## config.mk

```make
export PLATFORM = sky130hd
export DESIGN_NAME = rv32_mp_reg_file
export DESIGN_NICKNAME = d
export VERILOG_FILES = /design/src/rtl/rv32i_types_pkg.sv /design/src/rtl/rv32_mp_reg_file_pending_counter.sv /design/src/rtl/rv32_mp_reg_file.sv
export SDC_FILE = /design/constraint.sdc
export NUM_CORES = 2
export LEC_CHECK = 0
export CAP_MARGIN = 30
export CELL_PAD_IN_SITES_DETAIL_PLACEMENT = 1
export CELL_PAD_IN_SITES_GLOBAL_PLACEMENT = 1
export CORE_AREA = 2 2 344 346
export DETAILED_ROUTE_END_ITERATION = 12
export DIE_AREA = 0 0 346 348
export PLACE_DENSITY_LB_ADDON = 0.1
export SETUP_SLACK_MARGIN = 0.3
export SLEW_MARGIN = 15
export SYNTH_ARGS = -nofsm -noshare
export SYNTH_HDL_FRONTEND = slang
export SYNTH_SLANG_ARGS = --single-unit
```

## constraint.sdc

```tcl
create_clock -name CLK -period 56.7 [get_ports CLK]
set_clock_uncertainty 0.2 [all_clocks]
set_input_delay 11.34 -clock CLK [delete_from_list [all_inputs] [get_ports CLK]]
set_output_delay 11.34 -clock CLK [all_outputs]
set_load 0.01 [all_outputs]
```

## src/rtl/rv32i_types_pkg.sv

```systemverilog
// Shared RV32 register-file types and constants.
// Default-configuration word/select types plus RV32I/RV32E register counts.
package rv32i_types_pkg;

    localparam int RV32I_NUM_REGS = 32;
    localparam int RV32E_NUM_REGS = 16;
    localparam int XLEN           = 32;

    typedef logic [$clog2(RV32I_NUM_REGS)-1:0] regsel_t;
    typedef logic [XLEN-1:0]                   word_t;

    // Largest value a pending counter of width w can hold.
    function automatic int cnt_max(input int w);
        return (1 << w) - 1;
    endfunction

endpackage

```

## src/rtl/rv32_mp_reg_file_pending_counter.sv

```systemverilog
// rf_pending_counter: one register's in-flight write count.
// Adds inc, subtracts dec, clamps to [0, max] so it can never wrap.
module rf_pending_counter #(
    parameter int CNT_W = 2,
    parameter int DEC_W = 1
) (
    input  logic             CLK,
    input  logic             RST,
    input  logic             inc,
    input  logic [DEC_W-1:0] dec,
    output logic [CNT_W-1:0] cnt
);

    localparam int SUM_W = ((CNT_W > DEC_W) ? CNT_W : DEC_W) + 1;
    localparam logic [SUM_W-1:0] MAX_W = SUM_W'((1 << CNT_W) - 1);

    logic [SUM_W-1:0] up;
    logic [SUM_W-1:0] dn;
    logic [CNT_W-1:0] cnt_d;

    // Net change +inc-dec with saturation at both ends.
    always_comb begin
        up    = SUM_W'(cnt) + SUM_W'(inc);
        dn    = SUM_W'(dec);
        cnt_d = '0;
        if (up <= dn) begin
            cnt_d = '0;
        end else if ((up - dn) > MAX_W) begin
            cnt_d = '1;
        end else begin
            cnt_d = CNT_W'(up - dn);
        end
    end

    // Count register, cleared immediately on reset.
    always_ff @(posedge CLK or posedge RST) begin
        if (RST) begin
            cnt <= '0;
        end else begin
            cnt <= cnt_d;
        end
    end

endmodule

```

## src/rtl/rv32_mp_reg_file.sv

```systemverilog
// Multi-port integer register file with per-register pending-write scoreboard.
// Define RF_BYPASS_EN to forward same-cycle writes to read ports and busy flags.
module rv32_mp_reg_file
    import rv32i_types_pkg::*;
#(
    parameter int NUM_READ  = 2,
    parameter int NUM_WRITE = 1,
    parameter int DATA_W    = 32,
    parameter int NUM_REGS  = RV32I_NUM_REGS,
    parameter int CNT_W     = 2,
    parameter int SEL_W     = $clog2(NUM_REGS)
) (
    input  logic                        CLK,
    input  logic                        RST,
    input  logic [NUM_READ*SEL_W-1:0]   rs,
    output logic [NUM_READ*DATA_W-1:0]  rs_data,
    output logic [NUM_READ-1:0]         rs_busy,
    input  logic [NUM_WRITE-1:0]        wen,
    input  logic [NUM_WRITE*SEL_W-1:0]  rd,
    input  logic [NUM_WRITE*DATA_W-1:0] w_data,
    input  logic                        rsv_valid,
    input  logic [SEL_W-1:0]            rsv_rd,
    output logic                        rsv_ready
);

    localparam int DEC_W = $clog2(NUM_WRITE + 1);
    localparam logic [CNT_W-1:0] CNT_MAX = CNT_W'(cnt_max(CNT_W));

    logic [DATA_W-1:0] regs_q [NUM_REGS];
    logic [CNT_W-1:0]  cnt    [NUM_REGS];
    logic [DEC_W-1:0]  hits   [NUM_REGS];
    logic              rsv_acc;

    // Number of enabled write ports aimed at each register this cycle.
    always_comb begin
        for (int r = 0; r < NUM_REGS; r++) begin
            hits[r] = '0;
        end
        for (int r = 1; r < NUM_REGS; r++) begin
            for (int p = 0; p < NUM_WRITE; p++) begin
                if (wen[p] && rd[p*SEL_W +: SEL_W] == SEL_W'(r)) begin
                    hits[r] = hits[r] + DEC_W'(1);
                end
            end
        end
    end

    // A full counter refuses new reservations unless a write drains it now.
    always_comb begin
        rsv_ready = 1'b1;
        if (!RST && cnt[rsv_rd] == CNT_MAX && hits[rsv_rd] == '0) begin
            rsv_ready = 1'b0;
        end
        rsv_acc = rsv_valid && rsv_ready && !RST && (rsv_rd != '0);
    end

    // Storage; later ports overwrite earlier ones, x0 is never written.
    always_ff @(posedge CLK or posedge RST) begin
        if (RST) begin
            for (int r = 0; r < NUM_REGS; r++) begin
                regs_q[r] <= '0;
            end
        end else begin
            for (int r = 1; r < NUM_REGS; r++) begin
                for (int p = 0; p < NUM_WRITE; p++) begin
                    if (wen[p] && rd[p*SEL_W +: SEL_W] == SEL_W'(r)) begin
                        regs_q[r] <= w_data[p*DATA_W +: DATA_W];
                    end
                end
            end
        end
    end

    for (genvar r = 0; r < NUM_REGS; r++) begin : g_cnt
        if (r == 0) begin : g_zero
            assign cnt[r] = '0;
        end else begin : g_ctr
            rf_pending_counter #(
                .CNT_W (CNT_W),
                .DEC_W (DEC_W)
            ) u_cnt (
                .CLK (CLK),
                .RST (RST),
                .inc (rsv_acc && (rsv_rd == SEL_W'(r))),
                .dec (hits[r]),
                .cnt (cnt[r])
            );
        end
    end

    for (genvar i = 0; i < NUM_READ; i++) begin : g_rd
        logic [SEL_W-1:0]  sel;
        logic [DATA_W-1:0] rdata;
        logic              rbusy;

        assign sel = rs[i*SEL_W +: SEL_W];

        // Operand fetch and readiness for one read port.
        always_comb begin
            rdata = regs_q[sel];
            rbusy = (cnt[sel] != '0);
`ifdef RF_BYPASS_EN
            for (int p = 0; p < NUM_WRITE; p++) begin
                if (sel != '0 && wen[p] &&
                    rd[p*SEL_W +: SEL_W] == sel) begin
                    rdata = w_data[p*DATA_W +: DATA_W];
                end
            end
            rbusy = (int'(cnt[sel]) > int'(hits[sel]));
`endif
            if (RST) begin
                rdata = '0;
                rbusy = 1'b0;
            end
        end

        assign rs_data[i*DATA_W +: DATA_W] = rdata;
        assign rs_busy[i]                  = rbusy;
    end

endmodule

```

### Word level (Yosys, flattened, before mapping)

Index checks and enable logic that the tools add are counted.

* flip-flop bits (word level): 1054
* logic and storage cells: 443

* add/subtract/negate cells: 62
* $lt $le $gt $ge: 65
* equality and inequality tests: 63
* multiplexer cells: 116
* bitwise logic cells: 4
* reductions and logical operators: 71

Operator list (number)
* 32-bit binary-select mux with 5-bit select: 2
* 32-bit two-way mux: 6
* 5-bit equality test, second input constant: 32
* 2-bit two-way mux: 68
* 2-bit by 1-bit adder with 3-bit output: 31
* 3-bit by 2-bit greater-than comparator with 1-bit output, second input constant: 31
* 3-bit by 1-bit less-or-equal comparator with 1-bit output: 31
* 3-bit by 1-bit subtractor with 3-bit output: 31
* 5-bit by 4-bit equality test with 1-bit output, second input constant: 16
* 1-bit logical AND: 67
* 5-bit by 3-bit equality test with 1-bit output, second input constant: 8
* 1-bit two-way mux: 36
* 2-bit binary-select mux with 5-bit select: 3
* 5-bit by 2-bit equality test with 1-bit output, second input constant: 4
* 6-bit >= comparator, second input constant: 3
* 5-bit NOT with 6-bit output: 3
* 5-bit by 1-bit equality test with 1-bit output, second input constant: 2
* 1-bit binary-select mux with 5-bit select: 1
* 5-bit nonzero test: 1
* 2-bit nonzero test: 2
* 2-bit equality test, second input constant: 1
* 1-bit zero test: 1
* 1-bit NOT: 1

### Longest topological paths before layout

* depth in word-level cells: 18
* gate-level depth with buffers: 16
* mapped depth without buffers: 13

### By module

A second synthesis with hierarchy kept.

* cell total of the unflattened synthesis: 4649
* area total of the unflattened synthesis: 60320.4 um2

Modules (own cells, without submodules)
* rv32_mp_reg_file: times used 1, cells each 4091, area each 54618.6 um2, sequential area each 24823.8 um2
* rf_pending_counter: times used 31, cells each 18, area each 183.9 um2, sequential area each 50.0 um2

### Worst setup path after synthesis

Ideal clock, no wire load.

* kind: input to output
* start: in RST
* end: out rsv_ready
* arrival: 37.579 ns
* required time: 45.160 ns
* slack: 7.581 ns
* stages: 3
* buffers on the path: 1
* cell sequence: clkbuf_1 inv_1 o221ai_1

* word-level cells in the longest chain between the ends: 4

Ends and longest elaborated chain
* from (decl): line rv32_mp_reg_file.sv:14 `input logic RST,`
* 1-bit zero test (no line)
* 1-bit logical AND (2 in a row): line rv32_mp_reg_file.sv:51 `if (!RST && cnt[rsv_rd] == CNT_MAX && hits[rsv_rd] == '0) begin`
* 1-bit two-way mux: line rv32_mp_reg_file.sv:51
* to (decl): line rv32_mp_reg_file.sv:23 `output logic rsv_ready`

No other way between the ends.

### Final worst setup path

* start: in rs[1]
* end: out rs_data[24]

* word-level cells in the longest chain between the ends: 5

Ends and longest elaborated chain
* from (decl): line rv32_mp_reg_file.sv:15 `input logic [NUM_READ*SEL_W-1:0] rs,`
* 5-bit NOT with 6-bit output (not written as such): line rv32_mp_reg_file.sv:100 `rdata = regs_q[sel];`
* 32-bit binary-select mux with 5-bit select: line rv32_mp_reg_file.sv:100
* 32-bit two-way mux (not written as such) (2 in a row): line rv32_mp_reg_file.sv:100
* 32-bit two-way mux: line rv32_mp_reg_file.sv:111 `if (RST) begin`
* to (decl): line rv32_mp_reg_file.sv:16 `output logic [NUM_READ*DATA_W-1:0] rs_data,`

No other way between the ends. The select of a mux whose other input is x is not followed.

==> results.toml <==
[sta]
relSlewSlack_pct = 30.3
slew_viol_final = 0
setup_violations = 0
final_hold_viol_count = 0
tightest_slew_ns = 1.05
min_period_over_period_pct = 49.0
tns_ns = 0
clock.fmax_mhz = 36.0
period_needed_ns = 27.76
rsz0062_at_grt = "false"
layout_setup_ws_ns = 28.94

[synthesis]
synth_cells = 5058
yosysUniqueCellTypes = 61
ys.flop_type = "dfrtp_1"
synth_compound_area_share_pct = 2.54
synthMuxAreaShare_pct = 34.0
synth_nets = 5300
synthXorXnorAreaFrac_pct = 0.520
syn_area_um2 = 60400
yosys.area_share.simple_pct = 11.4
seq_area_frac_synth_pct = 43.7
synth_top_family_by_area = "multiplexers"
synth-edff-count = 0
synth_fa_ha_area_share_pct = 3.85
synth-seq-cells = 1054
synthArstFlopShare_pct = 100
yosysWarnings = 32
avgSynthCellArea_um2 = 11.9

[power_and_ir_drop]
irDropWorstVdd_mv = 0.0267
power_density_nw_per_um2 = 33.9
p_leak_nw = 30.8
power_w = 0.00229

[detailed_routing]
drc_errors = 0
wl_per_cell_um = 30.9
drtAntennaViolNets = 0
wirelength_mm = 205
viasPerCell = 6.49
dr_total_vias = 43100
drt-initial-drc-count = 4408
dr.pass1.iters = 5

[worst_setup_path]
critPathMaxFanout = 60
cpPeakStageDelay_ns = 0.86
path_cells = "buf_8 > buf_4 > buf_4 > buf_4 > mux2_2 > a22o_1 > mux4_2 > mux2i_1 > nor2_1 > clkdlybuf4s50_1"
setup.worst_path.start_class = "input pin"
critPathCaptureType = "primary output"
arrival_ns = 16.22
cp_common_cell = "buf_4"
cp_slowest_cell = "buf_4"
critPathKind = "in2out"
cp_data_required_time_ns = 45.16

[floorplan]
ioPinCount = 123
core_um2 = 117000
num_rows = 126
die-height_um = 348
die-width_um = 346
start_util_pct = 51.6
die_area_um2 = 120000

[worst_hold_path]
hold_path_class = "reg2reg"

[cells_and_area]
drive_gt1_share_pct = 30.8
syn_to_final_growth_pct = 11.9
nets = 5249
layout_common_cells = "nand2_1, dfrtp_1, mux4_2"
final_cells = 6641
fin_util_pct = 57.8
layout_commonest_cell = "nand2_1"

[placed_design]
dpl.cell_count = 6414
dp_slack_ns = 28.92
place_hpwl_mm = 118
routabilityCongestion = 0.832
portBuffers = 122

[clocking]
clock_path_buffers = 3
cts_root_buffer = "clkbuf_16"
cts_resized = 0
numCtsBuffers = 117
cts.sinks = 1054
h-tree-depth = 3
holdBufCountCts = 0
cts_tree = "built"
cts.clk_slew.worst_paths_ns = 0.06
postCtsSetupBuffers = 0
clock_latency_ns = 0.72

[status]
status = "completed"

[global_route]
first_global_vias = 46400
grtUsageTotal_pct = 34.7
antenna_found_initial = 5
grt_max_degree = 167
grt_pass1_wl_mm = 311
grt-ovfl-total = 0

[run]
drv_cap = 0
-- sequential cells by signal, summed over array words and instances, names as in the netlist --
signal                 count
g_cnt.g_ctr.u_cnt.cnt     62
regs_q                   992
-- cell usage after synthesis (4+ instances only) --
cell type | number | area [um^2]
inv_1 | 145 | 544
nor3_1 | 21 | 105
ha_1 | 186 | 2330
a211oi_1 | 13 | 97.6
a21oi_1 | 80 | 400
buf_4 | 14 | 105
a22o_1 | 88 | 771
nand3_1 | 12 | 60.1
buf_2 | 99 | 495
dfrtp_1 | 1054 | 26400
nor2_1 | 149 | 559
buf_1 | 69 | 259
nand2b_1 | 33 | 206
mux2i_1 | 67 | 671
mux4_2 | 591 | 13300
mux2_2 | 577 | 6500
clkbuf_1 | 231 | 867
o22ai_1 | 4 | 25.0
o21ai_0 | 16 | 80.1
buf_6 | 14 | 158
nor4_1 | 15 | 93.8
nand2_1 | 1492 | 5600
xnor2_1 | 32 | 280
nor2b_1 | 7 | 43.8
or2_2 | 6 | 37.5
-- final timing paths --
| kind | startpoint | end | slack (ns) | depth (start not counted) |
|---|---|---|---|---|
| min reg2reg | regs_q[429] | regs_q[429] | 0.30 | 2 |
| max | rs[1] | rs_data[24] | 28.94 | 10 |
| max reg2reg | g_cnt[4].g_ctr.u_cnt.cnt[1] | g_cnt[4].g_ctr.u_cnt.cnt[0] | 52.89 | 13 |
| min | regs_q[429] | regs_q[429] | 0.30 | 2 |
| max in group asynchronous | RST | regs_q[428] | 42.11 | 8 |
| min in group asynchronous | RST | regs_q[476] | 10.67 | 2 |
-- where the power goes --
group	internal (W)	switching, W
combinational	0.000265	0.000194
clock	0.000502	0.000335
sequential	0.000888	0.000109
total	0.00165	0.000638
-- per-stage QoR --
| stage | hold slack (ns) | area [um^2] |
|---|---|---|
| 2_1_floorplan | 0.257 | 60400 |
| 6_report | 0.295 | 67600 |
| 3_5_place_dp | 0.281 | 63100 |
| 4_1_cts | 0.296 | 67300 |
| 5_1_grt | 0.320 | 67600 |
| 3_3_place_gp | 0.272 | 62700 |
-- layer usage --
metal,vias up,GRT usage (%),part of all wire [%]
met5,-,0,0.013
met4,4,11.6,3.7
met3,403,6.02,7.0
met2,1592,55.6,47
met1,23400,48.2,42
li1,17700,-,-
-- layout make-up --
cell class	instances	area, um^2
timing repair buffer	258	2770
fill	11600	49400
multi-input combinational	3428	31700
clock inverter	45	702
clock buffer	171	3490
tap	1536	1920
sequential	1054	26400
inverter	148	563
antenna	1	2.50
-- kinds of logic (layout without fill, tap and decap cells) --
family,Yosys count,in the layout
AND/OR/NAND/NOR,1754,1754
multiplexers,1237,1237
flip-flops,1054,1054
buffers and inverters,576,622
AO/OA/AOI/OAI,216,216
adder cells (fa/ha/maj),186,186
XOR/XNOR,35,35
other,0,1
-- critical path: cells and delay by family --
family                 cells  cell delay (ns)
AO/OA/AOI/OAI              1             0.17
buffers and inverters      5             3.31
multiplexers               3             1.18
AND/OR/NAND/NOR            1             0.08
No activity file was read; power rests on OpenSTA's default activity.
